==> src/rtl/div32_restoring.sv <==
// Sequential unsigned restoring divider: one trial subtraction per clock,
// start/busy/done handshake, quotient and remainder held until the next result.
module div32_restoring #(
  parameter int WIDTH = 32
) (
  input  logic             clk,
  input  logic             rst,
  input  logic             start,
  input  logic [WIDTH-1:0] dividend,
  input  logic [WIDTH-1:0] divisor,
  output logic             busy,
  output logic             done,
  output logic [WIDTH-1:0] quotient,
  output logic [WIDTH-1:0] remainder,
  output logic             div_by_zero
);

  // Handshake: start is sampled only in IDLE; busy is high in RUN and DONE;
  // done is a one-cycle pulse during which quotient/remainder/div_by_zero
  // carry the new result, and they stay put until the following done.

  localparam int CW = $clog2(WIDTH);

  typedef enum logic [1:0] {
    IDLE = 2'd0,
    RUN  = 2'd1,
    DONE = 2'd2
  } state_t;

  state_t           state, state_nxt;
  logic [WIDTH-1:0] dvsr;
  logic [WIDTH-1:0] r;
  logic [WIDTH-1:0] q;
  logic [CW-1:0]    count;
  logic             last;

  logic [WIDTH:0]   r_shift;
  logic [WIDTH:0]   trial;
  logic [WIDTH-1:0] r_nxt;
  logic [WIDTH-1:0] q_nxt;

  // The stored partial remainder is always below the divisor, so its top bit
  // is zero and only the shifted (WIDTH+1)-bit form needs the extra bit.
  always_comb begin
    r_shift = {r, q[WIDTH-1]};
    trial   = r_shift + ~{1'b0, dvsr} + {{WIDTH{1'b0}}, 1'b1};
    if (!trial[WIDTH]) begin
      r_nxt = trial[WIDTH-1:0];
      q_nxt = {q[WIDTH-2:0], 1'b1};
    end else begin
      r_nxt = r_shift[WIDTH-1:0];
      q_nxt = {q[WIDTH-2:0], 1'b0};
    end
    last = (count == CW'(WIDTH - 1));
  end

  always_ff @(posedge clk) begin
    if (rst) state <= IDLE;
    else     state <= state_nxt;
  end

  always_comb begin
    state_nxt = state;
    case (state)
      IDLE: if (start) state_nxt = (divisor != '0) ? RUN : DONE;
      RUN:  if (last)  state_nxt = DONE;
      DONE:            state_nxt = IDLE;
      default:         state_nxt = IDLE;
    endcase
  end

  always_comb begin
    busy = (state != IDLE);
    done = (state == DONE);
  end

  always_ff @(posedge clk) begin
    if (rst) begin
      dvsr        <= '0;
      r           <= '0;
      q           <= '0;
      count       <= '0;
      quotient    <= '0;
      remainder   <= '0;
      div_by_zero <= 1'b0;
    end else begin
      case (state)
        IDLE: begin
          if (start) begin
            if (divisor != '0) begin
              dvsr  <= divisor;
              r     <= '0;
              q     <= dividend;
              count <= '0;
            end else begin
              quotient    <= '1;
              remainder   <= dividend;
              div_by_zero <= 1'b1;
            end
          end
        end
        RUN: begin
          r     <= r_nxt;
          q     <= q_nxt;
          count <= count + CW'(1);
          if (last) begin
            quotient    <= q_nxt;
            remainder   <= r_nxt;
            div_by_zero <= 1'b0;
          end
        end
        default: ;
      endcase
    end
  end

endmodule

==> config.mk <==
export PLATFORM = sky130hd
export DESIGN_NAME = div32_restoring
export DESIGN_NICKNAME = d
export VERILOG_FILES = /design/src/rtl/div32_restoring.sv
export SDC_FILE = /design/constraint.sdc
export NUM_CORES = 1
export LEC_CHECK = 0
export BUFFER_PORTS_ARGS = -buffer_cell sky130_fd_sc_hd__buf_4
export CORE_MARGIN = 1.5
export CORE_UTILIZATION = 35
export CTS_CLUSTER_DIAMETER = 80
export DETAILED_ROUTE_END_ITERATION = 7
export GPL_TIMING_DRIVEN = 0
export PLACE_DENSITY = 0.51
export SLEW_MARGIN = 20
export SYNTH_ARGS = -nofsm -noshare
export SYNTH_HDL_FRONTEND = slang
export SYNTH_SLANG_ARGS = --single-unit
==> constraint.sdc <==
create_clock -name clk -period 4.1 [get_ports clk]
set_clock_uncertainty 0.1 [all_clocks]
set_input_delay 0.615 -clock clk [delete_from_list [all_inputs] [get_ports clk]]
set_output_delay 0.615 -clock clk [all_outputs]
set_load 0.1 [all_outputs]
# Word level (Yosys, flattened, before mapping)
# Cells that the tools add are included.
totals:
  register_bits: 168
  inputBits: 67
  out_inout_bits: 67
  word_cells: 54
classes:
  add_sub_neg: 3
  eq_ne: 7
  mux: 27
  n_bitwise: 1
  reduce_logical: 8
op_table:
  columns: ["operator", "n"]
  rows:
  - ["32-bit 2-to-1 mux", 11]
  - ["32-bit one-hot mux with 2 select lines", 4]
  - ["33-bit by 1-bit adder with 33-bit output, second input constant", 1]
  - ["33-bit adder", 1]
  - ["32-bit NOT with 33-bit output", 1]
  - ["32-bit nonzero test", 1]
  - ["5-bit 2-to-1 mux", 2]
  - ["5-bit one-hot mux with 2 select lines", 1]
  - ["2-bit != test, second input constant", 4]
  - ["2-bit 2-to-1 mux", 3]
  - ["3-bit AND reduction", 2]
  - ["5-bit by 1-bit adder with 5-bit output, second input constant", 1]
  - ["5-bit equality test, second input constant", 1]
  - ["1-bit 2-to-1 mux", 4]
  - ["2-bit one-hot mux with 2 select lines", 1]
  - ["4-bit AND reduction", 1]
  - ["2-bit nonzero test", 2]
  - ["2-bit by 1-bit equality test with 1-bit output, second input constant", 1]
  - ["2-bit equality test, second input constant", 1]
  - ["2-bit zero test", 1]
  - ["1-bit one-hot mux with 2 select lines", 1]
  - ["2-bit AND reduction", 1]

# Longest topological paths before layout
# Gate-level depths: netlist (run 1).
logic_depth:
  word_depth: 6
  mapped_depth: 15
  ltp_nobuf: 12

# Worst setup path after synthesis (run 1)
# Ideal clock, no wire load.
synth_timing:
  path_kind: "reg-to-reg"
  start: "register q[31]"
  end: "register remainder[27]"
  setup_time_ns: 0.088
  arrival_ns: 2.802
  required_ns: 3.912
  path_slack_ns: 1.110
  stages_incl_launch_ff: 15
  n_path_buf: 2
  period_less_slack_ns: 2.990
  cell_sequence: "dfxtp_1 -> inv_1 -> ha_1 -> fa_1 -> nand2b_1 -> a21oi_2 -> o21ai_2 -> a21boi_2 -> o211ai_2 -> and4_1 -> buf_2 -> or2_1 -> buf_6 -> a211o_1 -> a311oi_2"
synth_between:
  elab_chain_len: 5
synth_rtl:
  columns: ["item", "line", "rtl"]
  rows:
  - ["start, declared", "33", "logic [WIDTH-1:0] q;"]
  - ["start signal, assigned", "93", "q <= dividend;"]
  - ["start signal, assigned", "104", "q <= q_nxt;"]
  - ["33-bit adder", "46", "trial = r_shift + ~{1'b0, dvsr} + {{WIDTH{1'b0}}, 1'b1};"]
  - ["33-bit by 1-bit adder with 33-bit output", "46", null]
  - ["32-bit 2-to-1 mux", "47", "if (!trial[WIDTH]) begin"]
  - ["32-bit 2-to-1 mux", "106", "if (last) begin"]
  - ["32-bit one-hot mux with 2 select lines", "87", "case (state)"]
  - ["end signal, assigned", "97", "remainder <= dividend;"]
  - ["end signal, assigned", "108", "remainder <= r_nxt;"]
  - ["end, declared", "14", "output logic [WIDTH-1:0] remainder,"]
# No other way between the ends. The select of a mux whose other input is x is not followed.
# A chain may end at the register's enable or synchronous reset.

# Worst setup path in the final report (run 1)
layout_timing:
  start: "register q[31]"
  end: "register remainder[16]"
# Same word-level chain as after synthesis.

==> results of run 1 <==
==> critical path, cell delays in order (launching register included) <==
cell and delay, ps:
dfxtp_1 430, inv_1 70, ha_1 230, fa_1 400, nand2b_1 200, a21oi_2 230
o21ai_2 160, a21boi_2 160, o211ai_2 170, and4_1 240, buf_2 170, or2_1 230
buf_6 150, a211oi_1 450, o221a_2 280
==> final cells by class <==
type                            count  area share, %
Multi-Input combinational cell    829           45.5
Buffer                             81           3.22
Timing Repair Buffer              132           9.21
Clock inverter                     15           1.67
Sequential cell                   168           31.3
Inverter                           41           1.43
Clock buffer                       17           3.95
Tap cell                          324           3.77
==> stage by stage <==
step / total power [mW] / std cells / util, % / instance area (µm²)
after floorplan: 6.17 / 1119 / - / 8750
after global placement: 7.61 / 1575 / 41.6 / 10100
after detailed placement: 7.61 / 1575 / 41.6 / 10100
after CTS: 9.29 / 1607 / 44.1 / 10800
after global routing: 9.97 / 1607 / 44.1 / 10800
final: 9.33 / 1607 / 44.1 / 10800
==> final timing paths <==
kind                                  start            end  slack, ps  depth (start not counted)
worst max-delay path                  q[31]  remainder[16]        360                         14
worst min-delay path            divisor[13]       dvsr[13]        330                          3
worst max register to register        q[31]  remainder[16]        360                         14
worst min register to register     dvsr[31]       dvsr[31]        360                          2
==> what timing repair did <==
action                     CTS  global route
setup endpoints to repair    0             8
hold endpoints to repair     0             0
hold buffers                 0             0
resized for setup            0             1
==> synthesized netlist by cell type, types with 5 or more instances <==
master,n,area (µm²)
nor4_1,9,56.3
nor2_1,110,413
a31oi_1,22,138
buf_2,7,35.0
nand2_1,188,706
nand4_1,12,75.1
a21o_1,15,113
a21oi_1,66,330
o21ai_0,71,355
xnor2_1,13,114
o211ai_1,9,67.6
xor2_1,15,131
nor3_1,80,400
a211oi_1,9,67.6
buf_1,10,37.5
mux2i_1,26,260
ha_1,34,425
clkbuf_1,59,221
nand2b_1,9,56.3
nand3_1,14,70.1
dfxtp_1,168,3360
and2_1,5,31.3
and4_1,17,149
a311oi_1,34,298
inv_1,40,150
o21bai_1,5,37.5
==> cell families after synthesis <==
family | after synthesis | synth area share [%]
adder cells (fa/ha/maj) | 35 | 5.09
XOR/XNOR | 28 | 2.80
AND/OR/NAND/NOR | 462 | 23.7
buffers and inverters | 122 | 5.72
flip-flops | 168 | 38.4
AO/OA/AOI/OAI | 276 | 21.0
multiplexers | 28 | 3.23
==> layer usage <==
metal / wire [µm] / GRT usage, % / vias up / part of all wire, %
li1: - / - / 4284 / -
met1: 14000 / 31.1 / 3874 / 47
met2: 13800 / 38.3 / 220 / 47
met3: 1370 / 3.39 / 20 / 4.6
met4: 359 / 4.97 / 0 / 1.2
met5: 0 / 0 / - / 0
==> power by group through the flow <==
| stage | Combinational, mW | Sequential, mW | Clock, mW |
|---|---|---|---|
| after floorplan | 4.22 | 1.95 | 0 |
| after global placement | 5.57 | 2.04 | 0 |
| after detailed placement | 5.58 | 2.04 | 0 |
| after CTS | 5.61 | 2.00 | 1.68 |
| after global routing | 6.20 | 2.03 | 1.75 |
| final | 5.67 | 2.01 | 1.65 |
==> registers in the layout, indices dropped and copies added, names as in the netlist <==
register     cells
count            5
q               32
div_by_zero      1
dvsr            32
remainder       32
r               32
state            2
quotient        32
==> placed cells by master (no fill, tap or decap), types with 21 or more instances in the layout <==
master    instances
nor3_1           80
ha_1             34
nand2_1         188
nor2_1          110
a311oi_1         34
dfxtp_1         168
buf_4           133
o21ai_0          71
clkbuf_1         59
mux2i_1          26
a21oi_1          66
inv_1            40
a31oi_1          21
==> summary.md, run 1 <==
| Metric | Value |
|---|---|
| Postcts setup bufs | `0` |
| First-pass GRT wire length | `45900 µm` |
| Register area share after synthesis | `38.4%` |
| CP Capture Type | `flop` |
| Setup TNS | `0 ps` |
| Remaining DRCs | `0` |
| CP Launch Type | `flop` |
| Clk Latency, worst-skew pair | `440 ps` |
| Number of synthesized register bits | `168` |
| Maximum resistive drop on vdd | `421 µV` |
| Largest net degree at the start of global routing | `20` |
| Filler cells | `2600` |
| Ports | `134` |
| H-tree levels | `4` |
| Fin. Hold Viols | `0` |
| CTS tree | `done` |
| Max Freq | `0.267 GHz` |
| Die area | `26000 µm²` |
| Cell area after synthesis | `8750 µm²` |
| Worst path required time | `4390 ps` |
| Lkg Pwr | `4.24 nW` |
| Antenna Violating Nets Remaining | `0` |
| Place WS | `229 ps` |
| Vias/cell | `5.23` |
| Reg clk slew, reported paths | `80 ps` |
| DR vias | `8398` |
| Pint | `4.91 mW` |
| Combinational Power Share | `60.7%` |
| Site Rows | `57` |
| Fin worst setup slack | `356 ps` |
| Sw Ratio | `47.4%` |
| Die Ht | `161 µm` |
| Vias in the first global route | `8096` |
| # diodes | `0` |
| FF+latch area | `3360 µm²` |
| Deepest clock path buffer count | `2` |
| Initial antenna violation count | `0` |
| Initial DRC count | `575` |
| Yosys warns | `0` |
| Port Buffers | `132` |
| Placeable Area | `24400 µm²` |
| Clock Sinks | `168` |
| Sw Pwr | `4.42 mW` |
| Root Buffer | `clkbuf_16` |
| Total global-route track usage | `22.9%` |
| Share of cells above drive strength 1 | `15.6%` |
| WL/cell | `18.4 µm` |
| Nets | `1372` |
| Yosys cell types | `62` |
| Gr ovfl total | `0` |
| Critical path class | `flop to flop` |
| Syn nets | `1221` |
| Clk pwr share | `17.7%` |
| Multi-input gate area | `4890 µm²` |
| Syn_area_per_cell | `7.82 µm²` |
| Max cap viols | `0` |
| Share of power burned in registers | `21.5%` |
| Status | `finished, final reports clean` |
| Tmin final | `3740 ps` |
| GP Congestion | `0.896` |
| # setup viols final | `0` |
| Pwr dens | `867 nW/µm²` |
| Pin slew with the least headroom to its limit | `877 ps` |
| Slew headroom | `41.5%` |
| Worst hold-check slack | `327 ps` |
| DRT Pass-1 Iters | `5` |
| Chip Width | `161 µm` |
| Peak fanout along the critical path | `9` |
| Ys async rst share | `0%` |
| Final worst path period share | `91.3%` |
| Final WL | `29600 µm` |
| CTS Buf Count | `17` |
| Min-delay worst type | `input pin to flop` |
| Area grow syn2layout | `23.0%` |
| Number of synthesized flops with an enable pin | `0` |
| Dominant synthesized flop cell | `dfxtp_1` |
| Slew Limit Fails | `0` |
| Detail Placement HPWL | `23100 µm` |
| Cells after Synth | `1119` |
| Critical path arrival | `4030 ps` |
| Initial Util | `35.9%` |
| RSZ-0062 raised after global routing | `no` |
Power figures use the tool's default switching activity.
==> run 2, diff against run 1 <==
--- a/config.mk
+++ b/config.mk
@@ -11,8 +11,8 @@
 export CTS_CLUSTER_DIAMETER = 80
 export DETAILED_ROUTE_END_ITERATION = 7
 export GPL_TIMING_DRIVEN = 0
-export PLACE_DENSITY = 0.51
 export SLEW_MARGIN = 20
 export SYNTH_ARGS = -nofsm -noshare
 export SYNTH_HDL_FRONTEND = slang
 export SYNTH_SLANG_ARGS = --single-unit
+export TNS_END_PERCENT = 20
==> run 2 against run 1 <==
  * Wire length fell by 3.6%
  * Global-route usage fell by 0.70 points
  * Critical path depth did not move
  * Final area fell by 0.19%
  * Highest routed layer unchanged
==> summary.md, run 2 (synthesized netlist as in run 1, its figures left out) <==
| Metric | Value |
|---|---|
| CTS Buf Count | `17 (unchanged)` |
| GP Congestion | `0.934 (+4.3%)` |
| Vias/cell | `5.31 (+1.5%)` |
| Initial antenna violation count | `0 (unchanged)` |
| Deepest clock path buffer count | `2 (unchanged)` |
| First-pass GRT wire length | `44700 µm (-2.6%)` |
| Tmin final | `3850 ps (+108 ps)` |
| Reg clk slew, reported paths | `70 ps (about the same)` |
| Clock Sinks | `168 (unchanged)` |
| Place WS | `289 ps (+60.7 ps)` |
| Root Buffer | `clkbuf_16` |
| WL/cell | `17.7 µm (-3.6%)` |
| Die area | `26000 µm² (unchanged)` |
| Site Rows | `57 (unchanged)` |
| # diodes | `0 (unchanged)` |
| Clk Latency, worst-skew pair | `440 ps (about the same)` |
| Placed insts | `1575 (unchanged)` |
| Critical path class | `flop to flop` |
| Final WL | `28500 µm (-3.6%)` |
| Status | `finished, final reports clean` |
| Worst path required time | `4320 ps (-70 ps)` |
| # setup viols final | `0 (unchanged)` |
| Hold depth | `3 (unchanged)` |
| Worst setup startpoint | `q[31]` |
| Internal reg-to-reg setup slack | `250 ps (-110 ps)` |
| HP Start | `divisor[3]` |
| Ports | `134 (unchanged)` |
| Final Instance Area | `10700 µm² (-0.19%)` |
| Lkg Pwr | `4.23 nW (-0.29%)` |
| Slew headroom | `44.8% (+3.2 points)` |
| Initial DRC count | `672 (+17%)` |
| Initial Util | `35.9% (unchanged)` |
| CP Capture Type | `flop` |
| Commonest cells after routing, fill and taps aside | `188 x nand2_1, 168 x dfxtp_1, 133 x buf_4` |
| DRT Pass-1 Iters | `5 (unchanged)` |
| Pin slew with the least headroom to its limit | `829 ps (-48.5 ps)` |
| Detail Placement HPWL | `22200 µm (-3.7%)` |
| Min-Delay Endpoint | `dvsr[3]` |
| Cell depth of the worst flop-to-flop path | `14 (unchanged)` |
| Max Freq | `0.260 GHz (-2.8%)` |
| Area grow syn2layout | `22.7%` |
| Most common cell after layout, fill and taps aside | `nand2_1` |
| Fin. Hold Viols | `0 (unchanged)` |
| RSZ-0062 raised after global routing | `no` |
| Port Buffers | `132 (unchanged)` |
| R2R Path End | `remainder[28]` |
| H-tree levels | `4 (unchanged)` |
| Peak fanout along the critical path | `10 (+1)` |
| Pwr dens | `857 nW/µm² (-1.1%)` |
| Max cap viols | `0 (unchanged)` |
| Remaining DRCs | `0 (unchanged)` |
| Setup TNS | `0 ps (unchanged)` |
| Dpl cell area | `10100 µm² (unchanged)` |
| DR vias | `8527 (+1.5%)` |
| Nets | `1372 (unchanged)` |
| Maximum resistive drop on vdd | `606 µV (+44%)` |
| Placeable Area | `24400 µm² (unchanged)` |
| Vias in the first global route | `8056 (-0.49%)` |
| Die Ht | `161 µm (unchanged)` |
| Antenna Violating Nets Remaining | `0 (unchanged)` |
| Postcts setup bufs | `0 (unchanged)` |
| R2R Path Start | `q[31]` |
| Final worst path period share | `94.0% (+2.6 points)` |
| CP Launch Type | `flop` |
| Hold buffers post-CTS | `0 (unchanged)` |
| Share of cells above drive strength 1 | `15.5% (-0.078 points)` |
| Final Util | `44.0% (-0.082 points)` |
| Gr ovfl total | `0 (unchanged)` |
| Min-delay worst type | `input pin to flop` |
| Post-route insts no fill | `1607 (unchanged)` |
| Slew Limit Fails | `0 (unchanged)` |
| Total global-route track usage | `22.2% (-0.70 points)` |
| # resized after CTS | `0 (unchanged)` |
| Largest net degree at the start of global routing | `19 (-5.0%)` |
| Fin worst setup slack | `248 ps (-108 ps)` |
| Critical path arrival | `4070 ps (+40 ps)` |
| CTS tree | `done` |
| Chip Width | `161 µm (unchanged)` |
==> run 2: cell count changes in the layout (fill, tap and decap cells not counted), sizes merged <==
cell and delta:
clkinv -2, clkinvlp +2, clkbuf +1, inv -1
==> run 2: critical path, cell delays in order, from the launching register on <==
cell and delay [ps]:
dfxtp_1 420, inv_1 70, ha_1 230, fa_1 410, nand2b_1 200, a21oi_2 220
o21ai_2 150, a21boi_2 170, o211ai_2 140, a31oi_1 570, or2_1 210, buf_6 160
buf_6 180, mux2i_1 360, o21ai_0 130
==> run 2: metal layers <==
layer,GRT usage [%],wire (µm)
met1,30.4,13400
met2,35.0,12600
met3,4.06,1670
met4,7.37,758
met5,0,0
==> run 2: worst max path at each step <==
stage | to | slack (ps) | depth (start not counted)
2_1_floorplan | remainder[27] | 1110 | 14
3_3_place_gp | r[28] | 340 | 9
3_5_place_dp | r[26] | 290 | 9
4_1_cts | remainder[28] | 270 | 14
5_1_grt | remainder[28] | 130 | 14
6_report | remainder[28] | 250 | 14
==> run 2: per-stage QoR <==
stage / power (mW) / hold WS [ps]
final: 9.20 / 329
after global placement: 7.50 / 345
after global routing: 9.82 / 328
after CTS: 9.16 / 324
after detailed placement: 7.53 / 349
after floorplan: 6.17 / 336
==> run 2: area by class of cell <==
| type | instances | area [µm²] |
|---|---|---|
| tap | 324 | 405 |
| clock inverter | 14 | 153 |
| fill | 2552 | 13700 |
| buffer | 81 | 347 |
| inverter | 41 | 154 |
| sequential | 168 | 3360 |
| timing repair buffer | 132 | 991 |
| clock buffer | 18 | 439 |
| multi-input combinational | 829 | 4880 |
==> run 2: report_power, final <==
part           internal, mW  switching (mW)
sequential             1.81           0.197
combinational          2.26            3.32
clock                 0.831           0.785
total                  4.90            4.31
==> run 3, diff against run 2 <==
--- a/config.mk
+++ b/config.mk
@@ -11,6 +11,7 @@
 export CTS_CLUSTER_DIAMETER = 80
 export DETAILED_ROUTE_END_ITERATION = 7
 export GPL_TIMING_DRIVEN = 0
+export PLACE_DENSITY = 0.66
 export SLEW_MARGIN = 20
 export SYNTH_ARGS = -nofsm -noshare
 export SYNTH_HDL_FRONTEND = slang
==> run 3 against run 2 <==
  * Fmax rose by 1.5%
  * Setup slack improved by 57 ps
  * Register-to-register slack improved by 60 ps
  * Combinational power barely moved
  * Total power rose by 0.27%
  * Clock power barely moved
  * Wire length fell by 1.6%
  * Die area did not move
  * Sequential cell count did not move
  * Clock-buffer cell count did not move
  * Via count barely moved
  * Sequential share of layout area barely moved
  * Critical endpoint is now r[23]
==> summary.md, run 3 (synthesized netlist as in run 1, its figures left out) <==
| Metric | Value |
|---|---|
| Total global-route track usage | `21.5% (-0.62 points)` |
| CP dominant cell by count | `buf_6` |
| Max Freq | `0.263 GHz (+1.5%)` |
| Fin worst setup slack | `305 ps (+57.0 ps)` |
| Slowest stage cell, crit path | `a31oi_1` |
| Port Buffers | `132 (unchanged)` |
| Fin. Hold Viols | `0 (unchanged)` |
| Buf/Inv on CP | `3 (unchanged)` |
| Critical path arrival | `3980 ps (-90 ps)` |
| Pin slew with the least headroom to its limit | `837 ps (+8.10 ps)` |
| Largest net degree at the start of global routing | `17 (-2)` |
| DR vias | `8529 (+0.023%)` |
| # diodes | `0 (unchanged)` |
| GP Congestion | `0.940 (+0.64%)` |
| Postcts setup bufs | `0 (unchanged)` |
| Initial DRC count | `806 (+20%)` |
| Commonest cells after routing, fill and taps aside | `188 x nand2_1, 168 x dfxtp_1, 133 x buf_4` |
| Final worst path period share | `92.6% (-1.4 points)` |
| Hold buffers post-CTS | `0 (unchanged)` |
| Filler cells | `2543 (-0.35%)` |
| Lkg Pwr | `4.23 nW (+0.12%)` |
| Max cap viols | `0 (unchanged)` |
| Peak fanout along the critical path | `10 (unchanged)` |
| Final WL | `28000 µm (-1.6%)` |
| Status | `finished, final reports clean` |
| WL/cell | `17.4 µm (-1.6%)` |
| Tmin final | `3800 ps (-57.0 ps)` |
| Die Ht | `161 µm (unchanged)` |
| Clock Sinks | `168 (unchanged)` |
| Root Buffer | `clkbuf_16` |
| Vias in the first global route | `7856 (-2.5%)` |
| CTS tree | `done` |
| Chip Width | `161 µm (unchanged)` |
| Worst path max stage delay | `510 ps (-60 ps)` |
| Deepest clock path buffer count | `2 (unchanged)` |
| Nets | `1372 (unchanged)` |
| Detail Placement HPWL | `21700 µm (-2.1%)` |
| Die area | `26000 µm² (unchanged)` |
| Maximum resistive drop on vdd | `589 µV (-2.8%)` |
| Slew Limit Fails | `0 (unchanged)` |
| Vias/cell | `5.31 (about the same)` |
| Reg clk slew, reported paths | `70 ps (about the same)` |
| Initial Util | `35.9% (unchanged)` |
| First-pass GRT wire length | `43400 µm (-3.0%)` |
| Critical path class | `flop to flop` |
| Setup TNS | `0 ps (unchanged)` |
| Most common cell after layout, fill and taps aside | `nand2_1` |
| Area grow syn2layout | `22.7% (about the same)` |
| Worst path required time | `4290 ps (-30 ps)` |
| Clk Latency, worst-skew pair | `440 ps (about the same)` |
| RSZ-0062 raised after global routing | `no` |
| Remaining DRCs | `0 (unchanged)` |
| Internal reg-to-reg setup slack | `300 ps (+60 ps)` |
| # setup viols final | `0 (unchanged)` |
| Final Instance Area | `10700 µm² (about the same)` |
| CP Launch Type | `flop` |
| Slew headroom | `44.2% (-0.54 points)` |
| Pwr dens | `860 nW/µm² (+0.30%)` |
| Ports | `134 (unchanged)` |
| Min-delay worst type | `input pin to flop` |
| DRT Pass-1 Iters | `5 (unchanged)` |
| CTS Buf Count | `17 (unchanged)` |
| Critical path's top delay family | `compound AO/OA/AOI/OAI gates` |
| Share of cells above drive strength 1 | `15.4% (-0.078 points)` |
| Gr ovfl total | `0 (unchanged)` |
| Placeable Area | `24400 µm² (unchanged)` |
| H-tree levels | `4 (unchanged)` |
| CP Cell Sequence | `inv_1, ha_1, fa_1, nand2b_1, a21oi_2, o21ai_2, a21boi_2, o211ai_2, a31oi_1, or2_1, buf_6, buf_6, mux2i_1, o21ai_0` |
| Site Rows | `57 (unchanged)` |
| CP Capture Type | `flop` |
| Antenna Violating Nets Remaining | `0 (unchanged)` |
| # resized after CTS | `0 (unchanged)` |
| Initial antenna violation count | `0 (unchanged)` |
| Dpl cell area | `10100 µm² (unchanged)` |
| Place WS | `351 ps (+62.0 ps)` |
## run 3: changes by cell type in the layout (fill, tap and decap cells not counted), moves of 2 or more
cell | previous run | this run
clkinv_8 | 3 | 0
bufinv_16 | 0 | 2
clkinv_2 | 0 | 2
inv_8 | 4 | 1
inv_6 | 3 | 7
## run 3: worst min-delay path: cells and delay by family
kind / cells / cell delay [ps]
AND/OR/NAND/NOR: 1 / 50
buffers and inverters: 1 / 110
AO/OA/AOI/OAI: 1 / 50
## run 3: routing by layer
metal / share of wire [%] / track usage (%)
met2: 45 / 34.7
met5: 0 / 0
met1: 47 / 29.7
met4: 0.98 / 4.38
met3: 7.0 / 4.57
## run 3: stage by stage
stage | instances | power, mW | hold WS, ps | utilization (%)
2_1_floorplan | 1119 | 6.17 | 336 | -
3_3_place_gp | 1575 | 7.45 | 345 | 41.6
3_5_place_dp | 1575 | 7.49 | 349 | 41.6
4_1_cts | 1607 | 9.15 | 325 | 44.0
5_1_grt | 1607 | 9.81 | 331 | 44.0
6_report | 1607 | 9.23 | 332 | 44.0
## run 3: path summary, 6_finish.rpt
check	end	cells after the start	startpoint
worst max-delay path	r[23]	14	q[31]
worst min register to register	dvsr[18]	2	dvsr[18]
worst min-delay path	dvsr[27]	3	divisor[27]
worst max register to register	r[23]	14	q[31]
## run 3: cell type report
class                           count  area (µm²)  share of cell area, %
Multi-Input combinational cell    829        4880                   45.5
Clock inverter                     14         159                   1.48
Inverter                           41         154                   1.43
Sequential cell                   168        3360                   31.3
Timing Repair Buffer              132         991                   9.23
Clock buffer                       18         429                   4.00
Tap cell                          324         405                   3.78
Buffer                             81         347                   3.23
## run 3: where the power goes
part           leakage (nW)  internal [mW]  switching, mW
Combinational          2.58           2.26           3.31
Sequential             1.37           1.81          0.202
Clock                 0.289          0.914          0.738
